<file path="config.mk">
export PLATFORM = sky130hd
export DESIGN_NAME = fpu_addsub_pipe
export DESIGN_NICKNAME = d
export VERILOG_FILES = /design/src/rtl/fpu_addsub_pipe.sv
export SDC_FILE = /design/constraint.sdc
export NUM_CORES = 1
export LEC_CHECK = 0
export ABC_AREA = 0
export ABC_CLOCK_PERIOD_IN_PS = 8420
export CORE_ASPECT_RATIO = 0.5
export CORE_MARGIN = 8
export CORE_UTILIZATION = 60
export DETAILED_ROUTE_END_ITERATION = 10
export PLACE_DENSITY = 0.82
export SLEW_MARGIN = 20
export SYNTH_ARGS = -nofsm -noshare
export SYNTH_HDL_FRONTEND = slang
export SYNTH_SLANG_ARGS = --single-unit
</file>
<file path="constraint.sdc">
create_clock -name clock -period 8.42 [get_ports clock]
set_input_delay 2.526 -clock clock [delete_from_list [all_inputs] [get_ports clock]]
set_output_delay 2.526 -clock clock [all_outputs]
set_load 0.02 [all_outputs]
</file>
<file path="src/rtl/fpu_addsub_pipe.sv">
// fpu_addsub_pipe: three-stage pipelined IEEE-style floating-point adder/subtractor.
//   S1 unpacks, sorts operands by magnitude and aligns the smaller one (guard/round/sticky).
//   S2 adds or subtracts significands and counts leading zeros.
//   S3 normalizes, rounds to nearest-even, packs, and drives the registered outputs.
// Ports:
//   clock, reset_n            - single rising-edge clock, asynchronous active-low reset
//   in_valid/in_ready         - operation handshake; in_ready never looks at in_valid
//   sub, a, b, in_tag         - a+b (sub=0) or a-b (sub=1), operands packed {sign, exp, frac}
//   out_valid/out_ready       - result handshake; outputs hold while stalled
//   result, out_tag           - rounded result and the tag that travelled with it
//   condCodes                 - {Z, C, N, V}
//   opStatusFlags             - {OF, UF, NX, NV}
module fpu_addsub_pipe #(
  parameter int unsigned EXPW  = 5,
  parameter int unsigned FRACW = 10,
  parameter int unsigned TAGW  = 4
) (
  input  logic                clock,
  input  logic                reset_n,
  input  logic                in_valid,
  output logic                in_ready,
  input  logic                sub,
  input  logic [EXPW+FRACW:0] a,
  input  logic [EXPW+FRACW:0] b,
  input  logic [TAGW-1:0]     in_tag,
  output logic                out_valid,
  input  logic                out_ready,
  output logic [EXPW+FRACW:0] result,
  output logic [TAGW-1:0]     out_tag,
  output logic [3:0]          condCodes,
  output logic [3:0]          opStatusFlags
);

  localparam int unsigned W        = EXPW + FRACW + 1;
  localparam int unsigned MW       = FRACW + 1;  // significand incl. hidden bit
  localparam int unsigned MaxShift = FRACW + 3;  // significand + guard + round
  localparam int unsigned AW       = FRACW + 4;  // significand + guard + round + sticky
  localparam int unsigned SW       = FRACW + 5;  // plus carry-out
  localparam int unsigned XW       = EXPW + 2;   // exponent headroom for carry and round-up
  localparam int unsigned LW       = $clog2(SW + 1);

  localparam logic [EXPW-1:0] ExpOnes = '1;
  localparam logic [W-1:0]    QNaN    = {1'b0, ExpOnes, 1'b1, {(FRACW-1){1'b0}}};

  // ---------------------------------------------------------------------------------------------
  // Handshake: a stage loads when it is empty or its contents move on this cycle.
  // ---------------------------------------------------------------------------------------------
  logic s1ValidQ, s2ValidQ;
  logic s1Ready, s2Ready, s3Ready;

  assign s3Ready  = !out_valid || out_ready;
  assign s2Ready  = !s2ValidQ || s3Ready;
  assign s1Ready  = !s1ValidQ || s2Ready;
  assign in_ready = s1Ready;

  // ---------------------------------------------------------------------------------------------
  // S1: unpack, classify, sort, align
  // ---------------------------------------------------------------------------------------------
  logic            signA, signB;
  logic [EXPW-1:0] expA, expB;
  logic [FRACW-1:0] fracA, fracB;
  logic            nanA, nanB, infA, infB, zeroA, zeroB;
  logic            infClash, s1Nan, s1Nv, s1Inf, s1InfSign, s1NegZero;
  logic            swap, signL, signS;
  logic [EXPW-1:0] expL, expS, expLEff, expSEff;
  logic [FRACW-1:0] fracL, fracS;
  logic [MW-1:0]   mantL, mantS;
  logic [31:0]     shiftRaw, shiftSat;
  logic [2*MaxShift-1:0] alignWide;
  logic [AW-1:0]   s1MantL, s1MantS;

  assign signA = a[W-1];
  assign expA  = a[W-2:FRACW];
  assign fracA = a[FRACW-1:0];
  assign signB = b[W-1] ^ sub;  // effective sign of the second operand
  assign expB  = b[W-2:FRACW];
  assign fracB = b[FRACW-1:0];

  assign nanA  = (expA == ExpOnes) && (fracA != '0);
  assign nanB  = (expB == ExpOnes) && (fracB != '0);
  assign infA  = (expA == ExpOnes) && (fracA == '0);
  assign infB  = (expB == ExpOnes) && (fracB == '0);
  assign zeroA = (a[W-2:0] == '0);
  assign zeroB = (b[W-2:0] == '0);

  assign infClash  = infA && infB && (signA != signB);
  assign s1Nan     = nanA || nanB || infClash;
  // Signalling NaN (quiet bit clear) or inf-inf raises invalid.
  assign s1Nv      = (nanA && !fracA[FRACW-1]) || (nanB && !fracB[FRACW-1]) || infClash;
  assign s1Inf     = (infA || infB) && !s1Nan;
  assign s1InfSign = infA ? signA : signB;
  assign s1NegZero = zeroA && zeroB && signA && signB;

  // Packed {exp, frac} orders the same way as the magnitude.
  assign swap  = b[W-2:0] > a[W-2:0];
  assign signL = swap ? signB : signA;
  assign signS = swap ? signA : signB;
  assign expL  = swap ? expB : expA;
  assign expS  = swap ? expA : expB;
  assign fracL = swap ? fracB : fracA;
  assign fracS = swap ? fracA : fracB;

  assign expLEff = (expL == '0) ? EXPW'(1) : expL;
  assign expSEff = (expS == '0) ? EXPW'(1) : expS;
  assign mantL   = {expL != '0, fracL};
  assign mantS   = {expS != '0, fracS};

  assign shiftRaw = 32'(expLEff) - 32'(expSEff);
  assign shiftSat = (shiftRaw > 32'(MaxShift)) ? 32'(MaxShift) : shiftRaw;

  // Low half collects every bit pushed beyond the round position.
  assign alignWide = {mantS, 2'b00, {MaxShift{1'b0}}} >> shiftSat;
  assign s1MantS   = {alignWide[2*MaxShift-1:MaxShift], |alignWide[MaxShift-1:0]};
  assign s1MantL   = {mantL, 3'b000};

  logic            s1NanQ, s1NvQ, s1InfQ, s1InfSignQ, s1NegZeroQ, s1SignQ, s1EffSubQ;
  logic [EXPW-1:0] s1ExpQ;
  logic [AW-1:0]   s1MantLQ, s1MantSQ;
  logic [TAGW-1:0] s1TagQ;

  // ---------------------------------------------------------------------------------------------
  // S2: significand add/sub and leading-zero count
  // ---------------------------------------------------------------------------------------------
  logic [SW-1:0] s2Sum;
  logic [LW-1:0] s2Lzc;

  // Operands are sorted, so the difference is never negative.
  assign s2Sum = s1EffSubQ ? ({1'b0, s1MantLQ} - {1'b0, s1MantSQ})
                           : ({1'b0, s1MantLQ} + {1'b0, s1MantSQ});

  always_comb begin
    s2Lzc = LW'(AW);
    for (int i = 0; i < int'(AW); i++) begin
      if (s2Sum[i]) s2Lzc = LW'(int'(AW) - 1 - i);
    end
  end

  logic            s2NanQ, s2NvQ, s2InfQ, s2InfSignQ, s2NegZeroQ, s2SignQ;
  logic [EXPW-1:0] s2ExpQ;
  logic [SW-1:0]   s2SumQ;
  logic [LW-1:0]   s2LzcQ;
  logic [TAGW-1:0] s2TagQ;

  // ---------------------------------------------------------------------------------------------
  // S3: normalize, round, pack
  // ---------------------------------------------------------------------------------------------
  logic [31:0]     lzWide, expRoom, lShift;
  logic [AW-1:0]   norm;
  logic [XW-1:0]   expN, expOut;
  logic [MW-1:0]   keep;
  logic [MW:0]     rounded;
  logic [FRACW-1:0] fracOut;
  logic            roundUp, nx, tiny, ovf, sumZero;
  logic [W-1:0]    resD;
  logic [3:0]      flagsD, ccD;

  assign lzWide  = 32'(s2LzcQ);
  assign expRoom = 32'(s2ExpQ) - 32'd1;  // left shifts stop at the subnormal exponent
  assign lShift  = (lzWide < expRoom) ? lzWide : expRoom;

  always_comb begin
    if (s2SumQ[SW-1]) begin
      norm = {s2SumQ[SW-1:2], s2SumQ[1] | s2SumQ[0]};
      expN = XW'(s2ExpQ) + XW'(1);
    end else begin
      norm = s2SumQ[AW-1:0] << lShift;
      expN = XW'(32'(s2ExpQ) - lShift);
    end
  end

  assign keep    = norm[AW-1:3];
  assign nx      = |norm[2:0];
  assign roundUp = norm[2] && (norm[1] || norm[0] || keep[0]);
  assign rounded = {1'b0, keep} + {{MW{1'b0}}, roundUp};
  assign tiny    = !norm[AW-1];
  assign sumZero = (s2SumQ == '0);

  always_comb begin
    if (rounded[MW]) begin
      expOut  = expN + XW'(1);
      fracOut = rounded[FRACW:1];
    end else if (rounded[MW-1]) begin
      expOut  = expN;
      fracOut = rounded[FRACW-1:0];
    end else begin
      expOut  = '0;
      fracOut = rounded[FRACW-1:0];
    end
  end

  assign ovf = expOut >= XW'(ExpOnes);

  always_comb begin
    resD   = '0;
    flagsD = '0;
    if (s2NanQ) begin
      resD   = QNaN;
      flagsD = {3'b000, s2NvQ};
    end else if (s2InfQ) begin
      resD   = {s2InfSignQ, ExpOnes, {FRACW{1'b0}}};
    end else if (sumZero) begin
      resD   = {s2NegZeroQ, {(W-1){1'b0}}};
    end else if (ovf) begin
      resD   = {s2SignQ, ExpOnes, {FRACW{1'b0}}};
      flagsD = 4'b1010;
    end else begin
      resD   = {s2SignQ, expOut[EXPW-1:0], fracOut};
      flagsD = {1'b0, tiny && nx, nx, 1'b0};
    end
  end

  assign ccD = {resD[W-2:0] == '0, 1'b0, resD[W-1], flagsD[3]};

  // ---------------------------------------------------------------------------------------------
  // State
  // ---------------------------------------------------------------------------------------------
  always_ff @(posedge clock or negedge reset_n) begin
    if (!reset_n) begin
      s1ValidQ      <= 1'b0;
      s2ValidQ      <= 1'b0;
      out_valid     <= 1'b0;
      result        <= '0;
      out_tag       <= '0;
      condCodes     <= '0;
      opStatusFlags <= '0;
    end else begin
      if (s1Ready) s1ValidQ <= in_valid;
      if (s2Ready) s2ValidQ <= s1ValidQ;
      if (s3Ready) begin
        out_valid <= s2ValidQ;
        if (s2ValidQ) begin
          result        <= resD;
          out_tag       <= s2TagQ;
          condCodes     <= ccD;
          opStatusFlags <= flagsD;
        end
      end
    end
  end

  // Datapath registers need no reset; the valid bits decide what is visible.
  always_ff @(posedge clock) begin
    if (s1Ready && in_valid) begin
      s1NanQ     <= s1Nan;
      s1NvQ      <= s1Nv;
      s1InfQ     <= s1Inf;
      s1InfSignQ <= s1InfSign;
      s1NegZeroQ <= s1NegZero;
      s1SignQ    <= signL;
      s1EffSubQ  <= signL ^ signS;
      s1ExpQ     <= expLEff;
      s1MantLQ   <= s1MantL;
      s1MantSQ   <= s1MantS;
      s1TagQ     <= in_tag;
    end
    if (s2Ready && s1ValidQ) begin
      s2NanQ     <= s1NanQ;
      s2NvQ      <= s1NvQ;
      s2InfQ     <= s1InfQ;
      s2InfSignQ <= s1InfSignQ;
      s2NegZeroQ <= s1NegZeroQ;
      s2SignQ    <= s1SignQ;
      s2ExpQ     <= s1ExpQ;
      s2SumQ     <= s2Sum;
      s2LzcQ     <= s2Lzc;
      s2TagQ     <= s1TagQ;
    end
  end

endmodule

</file>
Word-level counts from Yosys, hierarchy flattened:

Index checks and enable logic that the tools add are counted.
W data, S select, Z words.

* order comparisons: 4
* reductions and logical operators: 51
* shift-type cells: 2
* add/sub/neg operators: 8
* eq/ne operators: 3
* mux-type cells: 38
* bitwise logic cells: 3

Operators with widths (number)
* $mux W32: 2
* $logic_not A15 Y1: 4
* $mux W16: 3
* $gt A32 B4 Y1 const B: 1
* $lt A4 B32 Y1: 1
* $mux W4: 8
* $shl A14 B32 Y14: 1
* $shr A26 B32 Y26: 1
* $mux W10: 3
* $mux W15: 2
* $mux W7: 3
* $logic_not A10 Y1: 2
* $mux W5: 4
* $reduce_bool A10 Y1: 2
* $logic_and A1 B1 Y1: 16
* $add A14 B14 Y15: 1
* $gt A15 B15 Y1: 1
* $sub A14 B14 Y15: 1
* $mux W14: 1
* $reduce_or A13 Y1: 1
* $add A11 B1 Y12: 1
* $mux W3: 4
* $eq A5 B5 Y1 const B: 2
* $logic_not A5 Y1: 2
* other kinds (19): 42

* logic and storage cells: 140
* bits in registers: 105
* output and inout port bits: 30
* input bits: 41

Depth between registers and ports, before layout:

* word-level depth: 17
* gate-level depth with buffers: 32
* depth with buffers taken out: 28

Least setup slack after synthesis:

OpenSTA, ideal clock, no wires.

* path kind: input to register
* start: input a[1]
* end: register s1MantSQ[0] (data pin)
* data arrival time: 8512 ps
* stages: 31
* buffers on the path: 4
* path slack: -364 ps
* library setup time: 272 ps
* data required time: 8148 ps
* cells stage by stage: inv_1 ha_1 nor2b_1 o21a_1 o21a_1 o21a_1 o21a_1 o21a_1 o311a_1 clkbuf_1 buf_1 nand2_1 o21ai_0 nor4_1 nor2b_1 ha_1 fa_1 o21ai_0 a21oi_1 xnor2_1 a221oi_1 nand2_1 buf_1 clkbuf_1 a21oi_1 a21oi_1 mux2_2 o21ai_0 inv_1 o41ai_1 nand3_1

* word-level cells in the longest chain between the ends: 9
* elaborated cells on any way between the ends: 14
* those cells by class: add/sub (1); order compare (2); shift (1); mux (6); reduce/logical (4)

RTL lines
* start, declared: line 23 `input logic [EXPW+FRACW:0] a,`
* $gt A15 B15 Y1 (*): line 95 `assign swap = b[W-2:0] > a[W-2:0];`
* $mux W5 (*): line 98 `assign expL = swap ? expB : expA;`
* $logic_not A5 Y1: line 103 `assign expLEff = (expL == '0) ? EXPW'(1) : expL;`
* $mux W5 (*): line 103
* named net expLEff[3]: line 65 `logic [EXPW-1:0] expL, expS, expLEff, expSEff;`
* $sub A5 B5 Y6 (*): line 108 `assign shiftRaw = 32'(expLEff) - 32'(expSEff);`
* $gt A32 B4 Y1: line 109 `assign shiftSat = (shiftRaw > 32'(MaxShift)) ? 32'(MaxShift) : shiftRaw;`
* $mux W32 (*): line 109
* $shr A26 B32 Y26 (*): line 112 `assign alignWide = {mantS, 2'b00, {MaxShift{1'b0}}} >> shiftSat;`
* $reduce_or A13 Y1 (*): line 113 `assign s1MantS = {alignWide[2*MaxShift-1:MaxShift], |alignWide[MaxShift-1:0]};`
* named net s1MantS[0]: line 70 `logic [AW-1:0] s1MantL, s1MantS;`
* end signal, assigned: line 253 `s1MantSQ <= s1MantS;`
* end, declared: line 118 `logic [AW-1:0] s1MantLQ, s1MantSQ;`

Mark *: on every way through the listed nets, which the timed path passes. The rest lies on a longest branch.
A chain may end at the register's enable or synchronous reset.

Worst setup path after layout:

* start: input a[9]
* end: register s1MantSQ[0] (data pin)

* word-level cells in the longest chain between the ends: 9
* elaborated cells on any way between the ends: 14
* those cells by class: add/sub (1); order compare (2); shift (1); mux (6); reduce/logical (4)

RTL lines (line)
* $gt A15 B15 Y1: 95
* $mux W5 (on tied branches): 98, 99
* $logic_not A5 Y1 (on tied branches): 103, 104
* $mux W5 (on tied branches): 103, 104
* $sub A5 B5 Y6: 108
* $gt A32 B4 Y1: 109
* $mux W32: 109
* $shr A26 B32 Y26 (*): 112
* $reduce_or A13 Y1 (*): 113
* named net s1MantS[0]: 70

Marks and branches as above.

==> results list <==
* Remaining antenna violation count: 0
- For the worst-skew pair, the clock arrives at the later sink with an insertion delay of 360 ps.
- Combined area of the multi-input logic cells: 5170 um2
* Row count: 30
* Hold buffers post-CTS: 0
- The post-route netlist has 12.0% of its cells at a drive strength greater than 1.
* Full die area: 18,400 um2
* Total via count after detailed routing: 7,589
- Hold timing on the final database bottoms out at a slack of 417 ps.
- For this run, the leading register cell type out of synthesis is sky130_fd_sc_hd__edfxtp_1.
- The synthesized design contains a little over 100 register bits.
- Post-Synthesis Cells: 937
- Count of input and output buffers: between 60 and 70
- At the pin with the least slew margin, the transition time is approximately 900 ps.
- The run finished with clean final reports.
* Clock tree root driver cell: sky130_fd_sc_hd__clkbuf_16
* Max Transition Viols Final: 0
- Power Density: 240 nW/um2
* Remaining DRCs: 0
- Entering global routing, the biggest net connects 42 pins.
- Combined global-route utilization of all metal layers: approximately 23%
* Crit path top cell by count: sky130_fd_sc_hd__a21o_1
- At the worst endpoint, the required time is 8520 ps.
* Syn_nets: between 1,000 and 1,500
- Number of cells in the design after placement: 1,206
- The worst setup path is captured at a flip-flop.
* Maximum fanout along the worst path: 12
- The pre-antenna-repair detailed-routing pass consisted of 5 iterations.
- Unique masters post-synth: 93
- The wire-length estimate of the detail-placed layout is approximately 16 mm.
* Post-CTS clock slew at the launch and capture registers of the worst setup and hold paths: 80 ps
* Vias per cell: 6.20
* Area delta synth->final: 17.7%
- In this run the biggest area consumer among cell types represents about a quarter of the synthesized area.
- Final Net Count: 1,125
- Delay of the slowest cell on the worst path: 500 ps
* Maximum count of clock buffers along a single path: 2
* Number of enable flip-flop cells after synthesis: 75
* LEAKAGE: between 0.004 and 0.005 uW
* Cell area after technology mapping: 8450 um2
- Clock skew on the completed layout was measured at slightly below 10 ps.
* Total inserted antenna cells: 0
* H-tree Lvls: 3
* Type of the tightest min-delay check: reg -> reg
* Average cell area after synthesis: between 9 and 10 um2
- Share of synthesized registers carrying an async set or reset: 27.2%
- Core ar.: 13,700 um2
* Pre-CTS setup slack: -293 ps
- STA puts the critical path data arrival time at a little over 8000 ps.
- Highest ir drop seen on vdd: 0.000127 V
- GRT Residual Overflow: 0
* Ports placed on the boundary: 71
* Sequential cell area: 2950 um2
* Number of global-route vias before repair: 7,416
* Layout Utilization: 72.7%
- Dividing the detail-routed wire length by the instance count gives 17.7 um.
- Kind of critical path: in -> reg
- Fmax achieved: 125 MHz
- Initial cell density of the core: 61.8%
- Yosys printed 0 warnings.
* Tightest slew margin relative to the limit: 40.7%
- The final-report hold violation count came to 0.
- Adding up every negative setup slack in the final design gives 0 ps.
* Number of setup violations in the final report: 0
* Fraction of the yosys area taken by sequential cells: between 30% and 40%
- Total wire length after detailed routing: 21.7 mm
- Fraction of the cycle the final worst path needs: 94.8%
- Number of buffers added by the clock tree synthesis step: 9
* Max Cap Violations: 0
- Clock tree from TritonCTS: done
- Final min period: 7990 ps
- Number of sinks on the clock net: 103
- The die is 99.9 um tall.
- Fillers: 981
- Smallest setup slack after layout: 435 ps
* Wire length of the first global-routing pass: 35.4 mm
- Library cell occupying the most area in the post-synthesis netlist: sky130_fd_sc_hd__edfxtp_1
- The congestion estimate from routability-driven global placement came to approximately 0.97.
- Leaving out filler cells and counting taps, the final layout contains around 1,200.
- The floorplan step set the die width to 184 um.
- Critical-path top delay cell: sky130_fd_sc_hd__clkdlybuf4s50_1
- STA classifies the critical path startpoint as a primary input.
- In the post-synthesis netlist, the biggest area contributors are sky130_fd_sc_hd__edfxtp_1, sky130_fd_sc_hd__dfrtp_1, sky130_fd_sc_hd__ha_1.
- The first routing iteration left between 600 and 700 violations.
- Initial antenna violation count: 0
-- worst paths after layout --
path / startpoint / endpoint / slack [ps] / cells after the start
setup / recovery: a[9] / s1MantSQ[0] / 430 / 26
hold / removal: s1NanQ / s2NanQ / 420 / 0
setup reg to reg: s2ExpQ[0] / result[1] / 2000 / 20
hold reg to reg: s1NanQ / s2NanQ / 420 / 0
max in group asynchronous: reset_n / result[12] / 5600 / 2
min in group asynchronous: reset_n / condCodes[0] / 2550 / 2
-- Yosys cell counts (4+ instances only) --
master                      instances
sky130_fd_sc_hd__nor4_1            11
sky130_fd_sc_hd__a21o_1            16
sky130_fd_sc_hd__nor2_1            79
sky130_fd_sc_hd__a21boi_0           8
sky130_fd_sc_hd__nor4b_1            4
sky130_fd_sc_hd__inv_1             60
sky130_fd_sc_hd__buf_2              8
sky130_fd_sc_hd__inv_2              4
sky130_fd_sc_hd__o21ai_0           50
sky130_fd_sc_hd__o21ai_1           16
sky130_fd_sc_hd__mux2i_1           48
sky130_fd_sc_hd__and3_1             7
sky130_fd_sc_hd__o21a_1            11
sky130_fd_sc_hd__a21oi_1           47
sky130_fd_sc_hd__o211ai_1           8
sky130_fd_sc_hd__buf_1              4
sky130_fd_sc_hd__or3_1              6
sky130_fd_sc_hd__nor2b_1           12
sky130_fd_sc_hd__edfxtp_1          75
sky130_fd_sc_hd__o21bai_1           9
sky130_fd_sc_hd__clkbuf_1          14
sky130_fd_sc_hd__nand2_1           91
sky130_fd_sc_hd__xnor2_1           20
sky130_fd_sc_hd__nand4_1           13
sky130_fd_sc_hd__o22ai_1            7
sky130_fd_sc_hd__dfrtp_1           28
sky130_fd_sc_hd__xor2_1             8
sky130_fd_sc_hd__a32oi_1            4
sky130_fd_sc_hd__o31ai_1           10
sky130_fd_sc_hd__ha_1              54
sky130_fd_sc_hd__nor3_1            26
sky130_fd_sc_hd__buf_4              6
sky130_fd_sc_hd__and2_1            10
sky130_fd_sc_hd__nand2b_1          13
sky130_fd_sc_hd__mux2_2            10
sky130_fd_sc_hd__o2111ai_1          4
sky130_fd_sc_hd__a211oi_1           7
sky130_fd_sc_hd__nand3_1           43
sky130_fd_sc_hd__a31oi_1            9
-- cell families (layout without fill, tap and decap cells) --
group | count (synthesis) | count (layout) | synth area share, %
compound gates | 251 | 252 | 20.8
simple gates | 336 | 336 | 19.7
mux | 59 | 59 | 7.29
fa+ha+maj | 58 | 58 | 8.83
other cells | 1 | 1 | 0.0444
buf+inv | 100 | 194 | 5.11
xor+xnor | 29 | 29 | 3.23
flops | 103 | 103 | 35.0
-- per-layer routing --
metal | up-vias | wire length, um | GRT usage (%)
li1 | 3633 | - | -
met1 | 3553 | 9600 | 30.0
met2 | 335 | 10100 | 39.0
met3 | 68 | 1300 | 3.21
met4 | 0 | 731 | 9.37
met5 | - | 0 | 0
-- cell type report --
type                       count  share of cell area (%)
multi-input combinational    735                    52.0
clock inverter                 6                   0.604
timing repair buffer         114                    10.5
sequential                   103                    29.7
inverter                      64                    2.42
tap                          192                    2.42
clock buffer                  10                    2.30
-- stage by stage --
stage / cell area (um2) / power [uW]
after floorplan: 8460 / 1590
after global placement: 9530 / 1900
after detailed placement: 9530 / 1940
after CTS: 9810 / 2350
after global routing: 9940 / 2530
final: 9940 / 2390
-- registers in the layout (all words and copies together) (netlist names), 4 cells and up --
register	count
s2ExpQ	5
s2TagQ	4
out_tag	4
s1TagQ	4
s1ExpQ	5
result	15
s2SumQ	15
s1MantLQ	11
s1MantSQ	14
s2LzcQ	4
-- power breakdown --
group / leakage [uW] / total, uW / internal [uW] / switching, uW
clock: 0.000134 / 408 / 208 / 200
combinational: 0.00286 / 1260 / 512 / 747
sequential: 0.00107 / 723 / 646 / 77.0
-- cell usage in the layout, fill, tap and decap left out, drive strengths merged, types with 4 or more instances in the layout --
cell and instances:
nand2 91, nor2 81, edfxtp 75, clkdlybuf4s50 67, inv 67, o21ai 67, ha 54, a21oi 50
mux2i 48, buf 45, nand3 44, nor3 30, dfrtp 28, xnor2 20, a21o 16, nand4 14
nand2b 13, o31ai 13, nor2b 12, and2 12, o21a 11, nor4 11, mux2 10, clkbuf 10
o21bai 9, a31oi 9, o211ai 9, xor2 9, a21boi 9, a211oi 9, and3 8, o22ai 7
or3 6, nor4b 4, a32oi 4, o2111ai 4
-- critical path, delay by kind of cell --
kind | cells | cell delay (ps)
buffers and inverters | 4 | 940
AOI/OAI and AO/OA | 9 | 2120
muxes | 3 | 890
adders and majority gates | 2 | 600
and+or+nand+nor | 8 | 980
-- repair_timing --
action | CTS | global route
endpoints found under the setup margin | 0 | 6
buffers inserted | 0 | 1
gates resized for setup | 0 | 30
No activity file was read; power rests on OpenSTA's default activity.
